<file path="src/rtl/sync_fifo_flagged.sv">
// Parametrised show-ahead synchronous FIFO with registered level flags,
// programmable almost-full/almost-empty levels and sticky error flags.
module sync_fifo_flagged #(
  parameter int WIDTH        = 8,
  parameter int DEPTH        = 8,
  parameter int AF_THRESHOLD = DEPTH - 1,
  parameter int AE_THRESHOLD = 1,
  parameter int DATA_FF_OUT  = 0,
  parameter int CWIDTH       = $clog2(DEPTH + 1)
) (
  input  logic              i_clk,
  input  logic              i_rst,
  input  logic              i_clear,
  input  logic              i_err_clear,
  input  logic              i_push,
  input  logic [WIDTH-1:0]  i_data,
  input  logic              i_pop,
  output logic [WIDTH-1:0]  o_data,
  output logic              o_empty,
  output logic              o_almost_empty,
  output logic              o_almost_full,
  output logic              o_full,
  output logic [CWIDTH-1:0] o_word_count,
  output logic              o_overflow,
  output logic              o_underflow
);

  localparam int PW = (DEPTH > 1) ? $clog2(DEPTH) : 1;

  logic [WIDTH-1:0]  r_mem [DEPTH];
  logic [PW-1:0]     r_rd_ptr;
  logic [PW-1:0]     r_wr_ptr;
  logic [PW-1:0]     w_rd_nxt;
  logic [PW-1:0]     w_wr_nxt;
  logic [CWIDTH-1:0] r_count;
  logic [CWIDTH-1:0] w_cnt_nxt;
  logic              r_empty;
  logic              r_full;
  logic              r_aempty;
  logic              r_afull;
  logic              r_ovf;
  logic              r_udf;
  logic              w_push_ok;
  logic              w_pop_ok;
  logic              w_ovf_set;
  logic              w_udf_set;

  always_comb begin
    w_pop_ok  = i_pop & ~r_empty;
    w_push_ok = i_push & (~r_full | w_pop_ok);
    // explicit wrap so non-power-of-two depths work
    w_rd_nxt  = (r_rd_ptr == PW'(DEPTH - 1)) ? '0 : r_rd_ptr + PW'(1);
    w_wr_nxt  = (r_wr_ptr == PW'(DEPTH - 1)) ? '0 : r_wr_ptr + PW'(1);
    w_cnt_nxt = r_count + CWIDTH'(w_push_ok) - CWIDTH'(w_pop_ok);
    w_ovf_set = i_push & r_full & ~w_pop_ok & ~i_clear;
    w_udf_set = i_pop & r_empty;
  end

  always_ff @(posedge i_clk) begin
    if (i_rst || i_clear) begin
      r_rd_ptr <= '0;
      r_wr_ptr <= '0;
      r_count  <= '0;
      r_empty  <= 1'b1;
      r_aempty <= 1'b1;
      r_full   <= 1'b0;
      r_afull  <= 1'b0;
    end else begin
      if (w_push_ok) r_wr_ptr <= w_wr_nxt;
      if (w_pop_ok)  r_rd_ptr <= w_rd_nxt;
      r_count  <= w_cnt_nxt;
      r_empty  <= (w_cnt_nxt == '0);
      r_aempty <= (w_cnt_nxt <= CWIDTH'(AE_THRESHOLD));
      r_afull  <= (w_cnt_nxt >= CWIDTH'(AF_THRESHOLD));
      r_full   <= (w_cnt_nxt == CWIDTH'(DEPTH));
    end
  end

  // set beats clear so a same-cycle event is never lost
  always_ff @(posedge i_clk) begin
    if (i_rst) begin
      r_ovf <= 1'b0;
      r_udf <= 1'b0;
    end else begin
      if (w_ovf_set)        r_ovf <= 1'b1;
      else if (i_err_clear) r_ovf <= 1'b0;
      if (w_udf_set)        r_udf <= 1'b1;
      else if (i_err_clear) r_udf <= 1'b0;
    end
  end

  always_ff @(posedge i_clk) begin
    if (w_push_ok && !i_clear && !i_rst) r_mem[r_wr_ptr] <= i_data;
  end

  generate
    if (DATA_FF_OUT != 0) begin : g_ff
      logic [WIDTH-1:0] r_head;
      always_ff @(posedge i_clk) begin
        if (i_rst) begin
          r_head <= '0;
        end else if (!i_clear) begin
          if (r_empty && w_push_ok)
            r_head <= i_data;
          else if (w_pop_ok && r_count >= CWIDTH'(2))
            r_head <= r_mem[w_rd_nxt];
          else if (w_pop_ok && w_push_ok)
            r_head <= i_data;
        end
      end
      assign o_data = r_head;
    end else begin : g_comb
      assign o_data = r_mem[r_rd_ptr];
    end
  endgenerate

  assign o_empty        = r_empty;
  assign o_almost_empty = r_aempty;
  assign o_almost_full  = r_afull;
  assign o_full         = r_full;
  assign o_word_count   = r_count;
  assign o_overflow     = r_ovf;
  assign o_underflow    = r_udf;

endmodule
</file>
<file path="config.mk">
export PLATFORM = sky130hd
export DESIGN_NAME = sync_fifo_flagged
export DESIGN_NICKNAME = d
export VERILOG_FILES = /design/src/rtl/sync_fifo_flagged.sv
export SDC_FILE = /design/constraint.sdc
export NUM_CORES = 1
export LEC_CHECK = 0
export BUFFER_PORTS_ARGS = -buffer_cell sky130_fd_sc_hd__buf_2
export CAP_MARGIN = 10
export CORE_AREA = 2 2 82 84
export DETAILED_ROUTE_END_ITERATION = 10
export DIE_AREA = 0 0 84 86
export MAX_ROUTING_LAYER = met4
export PLACE_DENSITY = 0.69
export SLEW_MARGIN = 20
export SYNTH_ARGS = -nofsm -noshare
export SYNTH_HDL_FRONTEND = slang
export SYNTH_SLANG_ARGS = --single-unit
</file>
<file path="constraint.sdc">
create_clock -name i_clk -period 4 [get_ports i_clk]
set_input_delay 0.8 -clock i_clk [delete_from_list [all_inputs] [get_ports i_clk]]
set_output_delay 0.8 -clock i_clk [all_outputs]
set_load 0.005 [all_outputs]
</file>
==> results of run 1 <==
registers in the layout (all words and copies together), names as in the netlist, named ones only:
name / flops
o_underflow: 1
o_almost_full: 1
o_almost_empty: 1
r_mem: 64
o_word_count: 4
o_empty: 1
o_full: 1
r_wr_ptr: 3
r_rd_ptr: 3
o_overflow: 1
critical path, stage by stage (launching register included):
cell and delay, ns:
sky130_fd_sc_hd__dfxtp_1 0.31, sky130_fd_sc_hd__buf_4 0.27, sky130_fd_sc_hd__mux4_1 0.63, sky130_fd_sc_hd__mux2_2 0.28, sky130_fd_sc_hd__buf_2 0.12
logic make-up after synthesis:
family	after synthesis	share of synthesized area, %
flip-flops	83	69.3
AO/OA/AOI/OAI	14	2.37
AND/OR/NAND/NOR	40	6.25
buffers and inverters	13	2.22
adder cells (fa/ha/maj)	9	3.61
XOR/XNOR	4	1.05
multiplexers	24	15.2
metal layers:
| metal | up-vias | track usage, % | part of all wire (%) |
|---|---|---|---|
| li1 | 808 | - | - |
| met1 | 813 | 20.9 | 44 |
| met2 | 37 | 27.1 | 51 |
| met3 | 9 | 4.43 | 3.2 |
| met4 | 0 | 8.36 | 1.7 |
| met5 | - | - | 0 |
cell usage after synthesis (2+ instances only):
master | number | share of area, %
sky130_fd_sc_hd__inv_1 | 7 | 0.79
sky130_fd_sc_hd__edfxtp_1 | 64 | 58
sky130_fd_sc_hd__o21ai_0 | 2 | 0.30
sky130_fd_sc_hd__mux4_1 | 15 | 12
sky130_fd_sc_hd__nand2b_1 | 4 | 0.75
sky130_fd_sc_hd__or2_2 | 2 | 0.38
sky130_fd_sc_hd__ha_1 | 8 | 3.0
sky130_fd_sc_hd__xnor2_1 | 2 | 0.53
sky130_fd_sc_hd__mux2_2 | 8 | 2.7
sky130_fd_sc_hd__nor3_1 | 4 | 0.60
sky130_fd_sc_hd__a21oi_1 | 10 | 1.5
sky130_fd_sc_hd__nor2_1 | 11 | 1.2
sky130_fd_sc_hd__dfxtp_1 | 19 | 11
sky130_fd_sc_hd__nand2_1 | 11 | 1.2
sky130_fd_sc_hd__xor2_1 | 2 | 0.53
sky130_fd_sc_hd__clkbuf_1 | 2 | 0.23
report_power, final:
part	switching, mW	leakage, nW	internal [mW]
registers	0.00660	0.731	0.939
logic	0.0473	0.516	0.0424
clock network	0.258	0.0843	0.258
cell usage in the layout, fill, tap and decap left out:
master                       count
sky130_fd_sc_hd__edfxtp_1       64
sky130_fd_sc_hd__buf_2          31
sky130_fd_sc_hd__dfxtp_1        19
sky130_fd_sc_hd__mux4_1         15
sky130_fd_sc_hd__nor2_1         11
sky130_fd_sc_hd__nand2_1        11
sky130_fd_sc_hd__clkbuf_8       11
sky130_fd_sc_hd__a21oi_1        10
sky130_fd_sc_hd__mux2_2          8
sky130_fd_sc_hd__ha_1            8
sky130_fd_sc_hd__inv_1           7
sky130_fd_sc_hd__buf_4           5
sky130_fd_sc_hd__nand2b_1        4
sky130_fd_sc_hd__nor3_1          4
sky130_fd_sc_hd__clkbuf_1        3
sky130_fd_sc_hd__or2_2           2
sky130_fd_sc_hd__xnor2_1         2
sky130_fd_sc_hd__xor2_1          2
sky130_fd_sc_hd__o21ai_0         2
sky130_fd_sc_hd__nand2b_4        1
sky130_fd_sc_hd__a21boi_2        1
sky130_fd_sc_hd__nand3_1         1
sky130_fd_sc_hd__or3_4           1
sky130_fd_sc_hd__mux4_2          1
sky130_fd_sc_hd__nand3b_1        1
sky130_fd_sc_hd__or3_1           1
sky130_fd_sc_hd__a21o_1          1
sky130_fd_sc_hd__or3b_2          1
sky130_fd_sc_hd__nand4b_1        1
sky130_fd_sc_hd__and2_1          1
sky130_fd_sc_hd__fa_1            1
sky130_fd_sc_hd__clkinv_1        1
sky130_fd_sc_hd__clkinvlp_4      1
worst min-delay path by stage:
stage                startpoint          end  cells after the start
floorplan           r_rd_ptr[1]    flip-flop                      2
global placement     o_overflow   o_overflow                      2
CTS                  o_overflow   o_overflow                      2
detailed placement  o_underflow  o_underflow                      2
finish              o_underflow  o_underflow                      2
global route        o_underflow  o_underflow                      2
cell type report:
class	count	area share, %
tap	77	2.58
inverter	7	0.703
multi-input combinational	91	25.4
clock buffer	14	4.35
sequential	83	61.6
timing repair buffer	36	5.15
clock inverter	2	0.301
stage by stage:
stage	hold WS [ns]	utilization [%]	worst slack [ns]	cell area, sq um	total power, mW
after floorplan	0.454	-	1.16	3320	1.02
after global placement	0.452	56.8	0.964	3570	1.05
after detailed placement	0.464	56.8	0.915	3570	1.06
after CTS	0.477	59.6	1.18	3740	1.57
after global routing	0.511	59.6	1.08	3740	1.62
final	0.474	59.6	1.24	3740	1.55
==> run_summary.xml, run 1 <==
<?xml version="1.0" encoding="UTF-8"?>
<metrics>
  <group name="sta">
    <metric name="period_share" unit="%">69.0</metric>
    <metric name="maxSlewViolCount" unit="">0</metric>
    <metric name="maxSlewHeadroom" unit="%">37.8</metric>
    <metric name="setup_total_negative_slack" unit="ns">0</metric>
    <metric name="timing.final.hold_violations" unit="">0</metric>
    <metric name="worst-slew-pin-transition" unit="ns">0.930</metric>
    <metric name="fmax" unit="MHz">362</metric>
    <metric name="fin_worst_skew" unit="ns">0.00713</metric>
    <metric name="grt_setup_unrepaired" unit="">no</metric>
    <metric name="report.final.setup_viol" unit="">0</metric>
    <metric name="min_tclk_post_route" unit="ns">2.76</metric>
  </group>
  <group name="logic_synthesis">
    <metric name="mappedNetlistNets" unit="">210</metric>
    <metric name="unique_cell_type_count_in_the_yosys_netlist" unit="">32</metric>
    <metric name="yosysWarningCount" unit="">0</metric>
    <metric name="postSynth.asyncResetShare" unit="%">0</metric>
    <metric name="yosys_register_bits" unit="">83</metric>
    <metric name="sequential_fraction_of_the_synthesis_area" unit="%">69.3</metric>
    <metric name="synth_flop_cell" unit="">sky130_fd_sc_hd__edfxtp_1</metric>
    <metric name="syn_avg_cell_area" unit="sq um">17.8</metric>
    <metric name="synthesis.instances" unit="">187</metric>
    <metric name="synthesis.area" unit="sq um">3320</metric>
    <metric name="synth-edff-count" unit="">64</metric>
  </group>
  <group name="floorplan">
    <metric name="standard_cell_core_area" unit="sq um">6280</metric>
    <metric name="chipWidth" unit="um">84</metric>
    <metric name="boundaryPins" unit="">32</metric>
    <metric name="dieHeight" unit="um">86</metric>
    <metric name="die_area" unit="sq um">7220</metric>
    <metric name="initial_core_util" unit="%">53.0</metric>
    <metric name="row_count" unit="">29</metric>
  </group>
  <group name="cells_and_area">
    <metric name="fillCellCount" unit="">469</metric>
    <metric name="fin_cells" unit="">310</metric>
    <metric name="area.sequential" unit="sq um">2300</metric>
    <metric name="drive_gt1_share" unit="%">27.0</metric>
    <metric name="multi_input_area" unit="sq um">948</metric>
    <metric name="antenna_cells" unit="">0</metric>
    <metric name="area_growth" unit="%">12.5</metric>
    <metric name="design.final.nets" unit="">251</metric>
  </group>
  <group name="worst_setup_path">
    <metric name="r2r_setup_slack" unit="ns">1.43</metric>
    <metric name="timing.reg2reg.worst_path_depth" unit="">11</metric>
    <metric name="timing.rr.start" unit="">o_empty</metric>
    <metric name="timing.critical_path.required" unit="ns">3.20</metric>
    <metric name="worstSetupEndpoint" unit="">o_data[5]</metric>
    <metric name="worstPathArrival" unit="ns">1.96</metric>
    <metric name="critical_path_class" unit="">flip-flop to output pin</metric>
    <metric name="reg2reg_to" unit="">o_almost_full</metric>
    <metric name="worst-path-max-fanout" unit="">16</metric>
    <metric name="worst_setup_path_start_kind" unit="">flip-flop</metric>
    <metric name="worst_setup_path_end_kind" unit="">output pin</metric>
  </group>
  <group name="flow_run">
    <metric name="max_cap_viol_count" unit="">0</metric>
  </group>
  <group name="clock_network">
    <metric name="clkSlewWorstSetupHoldPaths" unit="ns">0.07</metric>
    <metric name="cts_root_buffer" unit="">sky130_fd_sc_hd__clkbuf_8</metric>
    <metric name="post_cts_resized" unit="">0</metric>
    <metric name="cts_buffers" unit="">9</metric>
    <metric name="cts_hold_buffers" unit="">0</metric>
    <metric name="clock_sink_count" unit="">83</metric>
    <metric name="htree_num_levels" unit="">3</metric>
    <metric name="clockBufferDepth" unit="">2</metric>
    <metric name="post-cts-setup-buffers" unit="">0</metric>
    <metric name="cts_tree" unit="">done</metric>
    <metric name="clock_latency" unit="ns">0.33</metric>
  </group>
  <group name="route">
    <metric name="wire_per_inst" unit="um">17.1</metric>
    <metric name="drtAntennaViolNets" unit="">0</metric>
    <metric name="drc" unit="">0</metric>
    <metric name="route.detailed.vias_per_inst" unit="">5.38</metric>
    <metric name="wl" unit="um">5310</metric>
    <metric name="detailedRoute.firstIterationViolations" unit="">132</metric>
    <metric name="number_of_optimization_iterations_in_the_first_detailed_route_pass" unit="">4</metric>
    <metric name="routed-via-count" unit="">1667</metric>
  </group>
  <group name="grt">
    <metric name="grt_pass1_wl" unit="um">8690</metric>
    <metric name="antenna_found_initial" unit="">0</metric>
    <metric name="grt_util_all_layers" unit="%">17.2</metric>
    <metric name="grt_overflow_total" unit="">0</metric>
    <metric name="first_global_vias" unit="">1733</metric>
    <metric name="grt_max_degree" unit="">17</metric>
  </group>
  <group name="placement">
    <metric name="port_buffers" unit="">31</metric>
    <metric name="hpwlAfterDp" unit="um">3550</metric>
    <metric name="numPlacedInstances" unit="">294</metric>
    <metric name="gpl.final_weighted_congestion" unit="">0.717</metric>
  </group>
  <group name="outcome">
    <metric name="status" unit="">complete, no violations</metric>
  </group>
  <group name="pwr">
    <metric name="leakagePower" unit="nW">1.33</metric>
    <metric name="pwr_density_cell" unit="nW/um^2">415</metric>
    <metric name="vdd_drop_max" unit="mV">0.220</metric>
  </group>
  <group name="min_path">
    <metric name="class_of_the_tightest_hold_or_removal_check" unit="">flip-flop to flip-flop</metric>
  </group>
</metrics>
No activity file was read; power rests on OpenSTA's default activity.
==> run 2, diff against run 1 <==
Settings changed: ABC_AREA set to 1, CORE_AREA 2 2 82 84 to 2 2 83 85, DIE_AREA 0 0 84 86 to 0 0 85 87.
Clock period 4 ns to 2.6 ns, I/O delays scaled along.
==> run_summary.xml, run 2 <==
<?xml version="1.0" encoding="UTF-8"?>
<metrics>
  <group name="pwr">
    <metric name="vdd_drop_max" unit="mV">0.337</metric>
    <metric name="pwr-share-comb" unit="%">7.2</metric>
    <metric name="pwr_density_cell" unit="nW/um^2">629</metric>
    <metric name="clock_power_share" unit="%">32.3</metric>
    <metric name="sequentialPowerShare" unit="%">60.5</metric>
    <metric name="power" unit="mW">2.41</metric>
    <metric name="p_switching" unit="mW">0.557</metric>
    <metric name="internal_power" unit="mW">1.86</metric>
    <metric name="netSwitchingFraction" unit="%">23.1</metric>
    <metric name="leakagePower" unit="nW">1.53</metric>
  </group>
  <group name="placement">
    <metric name="gpl.final_weighted_congestion" unit="">0.765</metric>
    <metric name="port_buffers" unit="">31</metric>
    <metric name="place_area" unit="sq um">3670</metric>
    <metric name="hpwlAfterDp" unit="um">4050</metric>
  </group>
  <group name="sta">
    <metric name="maxSlewViolCount" unit="">0</metric>
    <metric name="grt_setup_unrepaired" unit="">no</metric>
    <metric name="setup_total_negative_slack" unit="ns">0</metric>
    <metric name="worst-slew-pin-transition" unit="ns">0.557</metric>
    <metric name="report.final.setup_viol" unit="">0</metric>
    <metric name="maxSlewHeadroom" unit="%">62.8</metric>
    <metric name="fmax" unit="MHz">451</metric>
    <metric name="period_share" unit="%">85.2</metric>
    <metric name="fin_worst_skew" unit="ns">0.00764</metric>
    <metric name="timing.final.hold_violations" unit="">0</metric>
    <metric name="min_tclk_post_route" unit="ns">2.22</metric>
  </group>
  <group name="logic_synthesis">
    <metric name="syn_avg_cell_area" unit="sq um">11.1</metric>
    <metric name="postSynth.asyncResetShare" unit="%">0</metric>
    <metric name="yosys_register_bits" unit="">83</metric>
    <metric name="unique_cell_type_count_in_the_yosys_netlist" unit="">24</metric>
    <metric name="synth_mux_area_share" unit="%">0</metric>
    <metric name="mappedNetlistNets" unit="">328</metric>
    <metric name="synth_largest_area_cell" unit="">sky130_fd_sc_hd__edfxtp_1</metric>
    <metric name="synthesis.instances" unit="">305</metric>
    <metric name="synth_compound_gate_area_share" unit="%">9.66</metric>
    <metric name="netlist_top_cells_count" unit="">67 x sky130_fd_sc_hd__nor2_1, 64 x sky130_fd_sc_hd__edfxtp_1, 46 x sky130_fd_sc_hd__nand2_1</metric>
    <metric name="synth_fa_ha_area_share" unit="%">3.54</metric>
    <metric name="sequential_fraction_of_the_synthesis_area" unit="%">67.9</metric>
    <metric name="synthesis.area" unit="sq um">3390</metric>
    <metric name="synth_xor_area_share" unit="%">0.258</metric>
    <metric name="synth-edff-count" unit="">64</metric>
    <metric name="synthTopCellsByArea" unit="">sky130_fd_sc_hd__edfxtp_1 57%, sky130_fd_sc_hd__dfxtp_1 11%, sky130_fd_sc_hd__nor2_1 7.4%, sky130_fd_sc_hd__nand2_1 5.1%, sky130_fd_sc_hd__o21ai_1 4.0%</metric>
    <metric name="synth_largest_type_area_fraction" unit="%">56.7</metric>
    <metric name="synth_top_family_by_area" unit="">simple AND/OR/NAND/NOR gates</metric>
    <metric name="yosysWarningCount" unit="">0</metric>
    <metric name="synthMostInstantiatedCell" unit="">sky130_fd_sc_hd__nor2_1</metric>
    <metric name="yosys.area_share.simple" unit="%">14.1</metric>
    <metric name="synth_flop_cell" unit="">sky130_fd_sc_hd__edfxtp_1</metric>
  </group>
  <group name="grt">
    <metric name="grt_overflow_total" unit="">0</metric>
    <metric name="grt_max_degree" unit="">33</metric>
    <metric name="grt_pass1_wl" unit="um">9970</metric>
    <metric name="first_global_vias" unit="">2070</metric>
    <metric name="antenna_found_initial" unit="">0</metric>
    <metric name="grt_util_all_layers" unit="%">18.6</metric>
  </group>
  <group name="clock_network">
    <metric name="clockBufferDepth" unit="">2</metric>
    <metric name="cts_hold_buffers" unit="">0</metric>
    <metric name="htree_num_levels" unit="">3</metric>
    <metric name="clock_latency" unit="ns">0.34</metric>
    <metric name="cts_tree" unit="">done</metric>
    <metric name="clkSlewWorstSetupHoldPaths" unit="ns">0.08</metric>
    <metric name="post-cts-setup-buffers" unit="">0</metric>
    <metric name="clock_sink_count" unit="">83</metric>
    <metric name="cts_root_buffer" unit="">sky130_fd_sc_hd__clkbuf_8</metric>
    <metric name="cts_buffers" unit="">9</metric>
    <metric name="post_cts_resized" unit="">0</metric>
  </group>
  <group name="cells_and_area">
    <metric name="area.sequential" unit="sq um">2300</metric>
    <metric name="multi_input_area" unit="sq um">933</metric>
    <metric name="area_growth" unit="%">13.1</metric>
    <metric name="final_area" unit="sq um">3830</metric>
    <metric name="flip_flop_count_of_the_largest_register_after_layout" unit="">64</metric>
    <metric name="design.final.nets" unit="">374</metric>
    <metric name="fillCellCount" unit="">546</metric>
    <metric name="mostFrequentLayoutCells" unit="">67 x sky130_fd_sc_hd__nor2_1, 64 x sky130_fd_sc_hd__edfxtp_1, 46 x sky130_fd_sc_hd__nand2_1</metric>
    <metric name="drive_gt1_share" unit="%">18.8</metric>
    <metric name="layout_commonest_cell" unit="">sky130_fd_sc_hd__nor2_1</metric>
    <metric name="regMostFlops" unit="">r_mem</metric>
    <metric name="antenna_cells" unit="">0</metric>
  </group>
  <group name="route">
    <metric name="number_of_optimization_iterations_in_the_first_detailed_route_pass" unit="">5</metric>
    <metric name="wire_per_inst" unit="um">14.0</metric>
    <metric name="route.detailed.vias_per_inst" unit="">5.02</metric>
    <metric name="detailedRoute.firstIterationViolations" unit="">156</metric>
    <metric name="drc" unit="">0</metric>
    <metric name="routed-via-count" unit="">2188</metric>
    <metric name="drtAntennaViolNets" unit="">0</metric>
    <metric name="wl" unit="um">6100</metric>
  </group>
  <group name="worst_setup_path">
    <metric name="timing.critical_path.required" unit="ns">2.88</metric>
    <metric name="worstPathArrival" unit="ns">2.49</metric>
    <metric name="critical_path.top_delay_family" unit="">adder cells</metric>
    <metric name="critical_path.most_common_cell" unit="">sky130_fd_sc_hd__inv_1</metric>
    <metric name="worst_setup_path_start_kind" unit="">flip-flop</metric>
    <metric name="critical_path_class" unit="">flip-flop to flip-flop</metric>
    <metric name="worst-path-max-fanout" unit="">8</metric>
    <metric name="critical_path.slowest_cell" unit="">sky130_fd_sc_hd__fa_1</metric>
    <metric name="cpPeakStageDelay" unit="ns">0.37</metric>
    <metric name="critical_path.cell_chain" unit="">inv_1 &gt; nand2_1 &gt; nand2_1 &gt; nand2_2 &gt; ha_1 &gt; inv_1 &gt; ha_1 &gt; inv_1 &gt; fa_1 &gt; xor2_1 &gt; nand3_1 &gt; o21bai_1</metric>
    <metric name="worst_setup_path_end_kind" unit="">flip-flop</metric>
    <metric name="path_buf_inv" unit="">3</metric>
  </group>
  <group name="outcome">
    <metric name="status" unit="">complete, no violations</metric>
  </group>
  <group name="floorplan">
    <metric name="row_count" unit="">30</metric>
    <metric name="boundaryPins" unit="">32</metric>
    <metric name="initial_core_util" unit="%">51.6</metric>
    <metric name="die_area" unit="sq um">7400</metric>
    <metric name="chipWidth" unit="um">85</metric>
    <metric name="standard_cell_core_area" unit="sq um">6570</metric>
    <metric name="dieHeight" unit="um">87</metric>
  </group>
  <group name="flow_run">
    <metric name="max_cap_viol_count" unit="">0</metric>
  </group>
  <group name="min_path">
    <metric name="class_of_the_tightest_hold_or_removal_check" unit="">input pin to flip-flop</metric>
  </group>
</metrics>
[run 2: path summary, 6_finish.rpt]
| path | from | endpoint | slack, ns | cells after the start |
|---|---|---|---|---|
| max | o_empty | o_empty | 0.38 | 12 |
| min reg2reg | o_underflow | o_underflow | 0.47 | 2 |
| max reg2reg | o_empty | o_empty | 0.38 | 12 |
| min | i_rst | o_underflow | 0.39 | 2 |
[run 2: metrics by stage]
step / worst slack (ns) / hold slack [ns] / utilization (%) / std cells
4_1_cts: 0.361 / 0.365 / 58.4 / 436
5_1_grt: 0.167 / 0.383 / 58.4 / 436
2_1_floorplan: 0.401 / 0.449 / - / 305
3_5_place_dp: 0.124 / 0.463 / 55.8 / 420
3_3_place_gp: 0.181 / 0.447 / 55.8 / 420
6_report: 0.384 / 0.386 / 58.4 / 436
[run 2: cell type report]
| class | count | share of cell area, % |
|---|---|---|
| Clock buffer | 9 | 3.23 |
| Clock inverter | 7 | 1.14 |
| Inverter | 19 | 1.86 |
| Multi-Input combinational cell | 193 | 24.3 |
| Sequential cell | 83 | 60.0 |
| Tap cell | 80 | 2.61 |
| Timing Repair Buffer | 45 | 6.79 |
[run 2: worst register-to-register path: cells and delay by family, from the launching register on]
kind | cells | cell delay, ns
buffers and inverters | 3 | 0.16
xor gates and xnor gates | 1 | 0.26
DFF | 1 | 0.32
adders and majority gates | 3 | 0.82
AOI/OAI and AO/OA | 1 | 0.15
and+or+nand+nor | 4 | 0.44
[run 2: power by group through the flow]
stage               sequential [mW]  clock [mW]  combinational (mW)
finish                         1.46       0.780               0.173
global route                   1.46       0.846               0.201
CTS                            1.46       0.807               0.176
detailed placement             1.49           0               0.175
global placement               1.49           0               0.172
floorplan                      1.49           0               0.108
[run 2: cell families after synthesis]
group,after synthesis
AO/OA/AOI/OAI,62
XOR/XNOR,1
buffers and inverters,29
flip-flops,83
AND/OR/NAND/NOR,121
adder cells (fa/ha/maj),9
[run 2: metal layers]
layer	track usage (%)	share of wire (%)	vias up
met5	-	0	-
met4	8.51	1.5	0
met3	4.08	5.4	8
met2	29.1	50	53
met1	23.3	43	1003
li1	-	-	1124
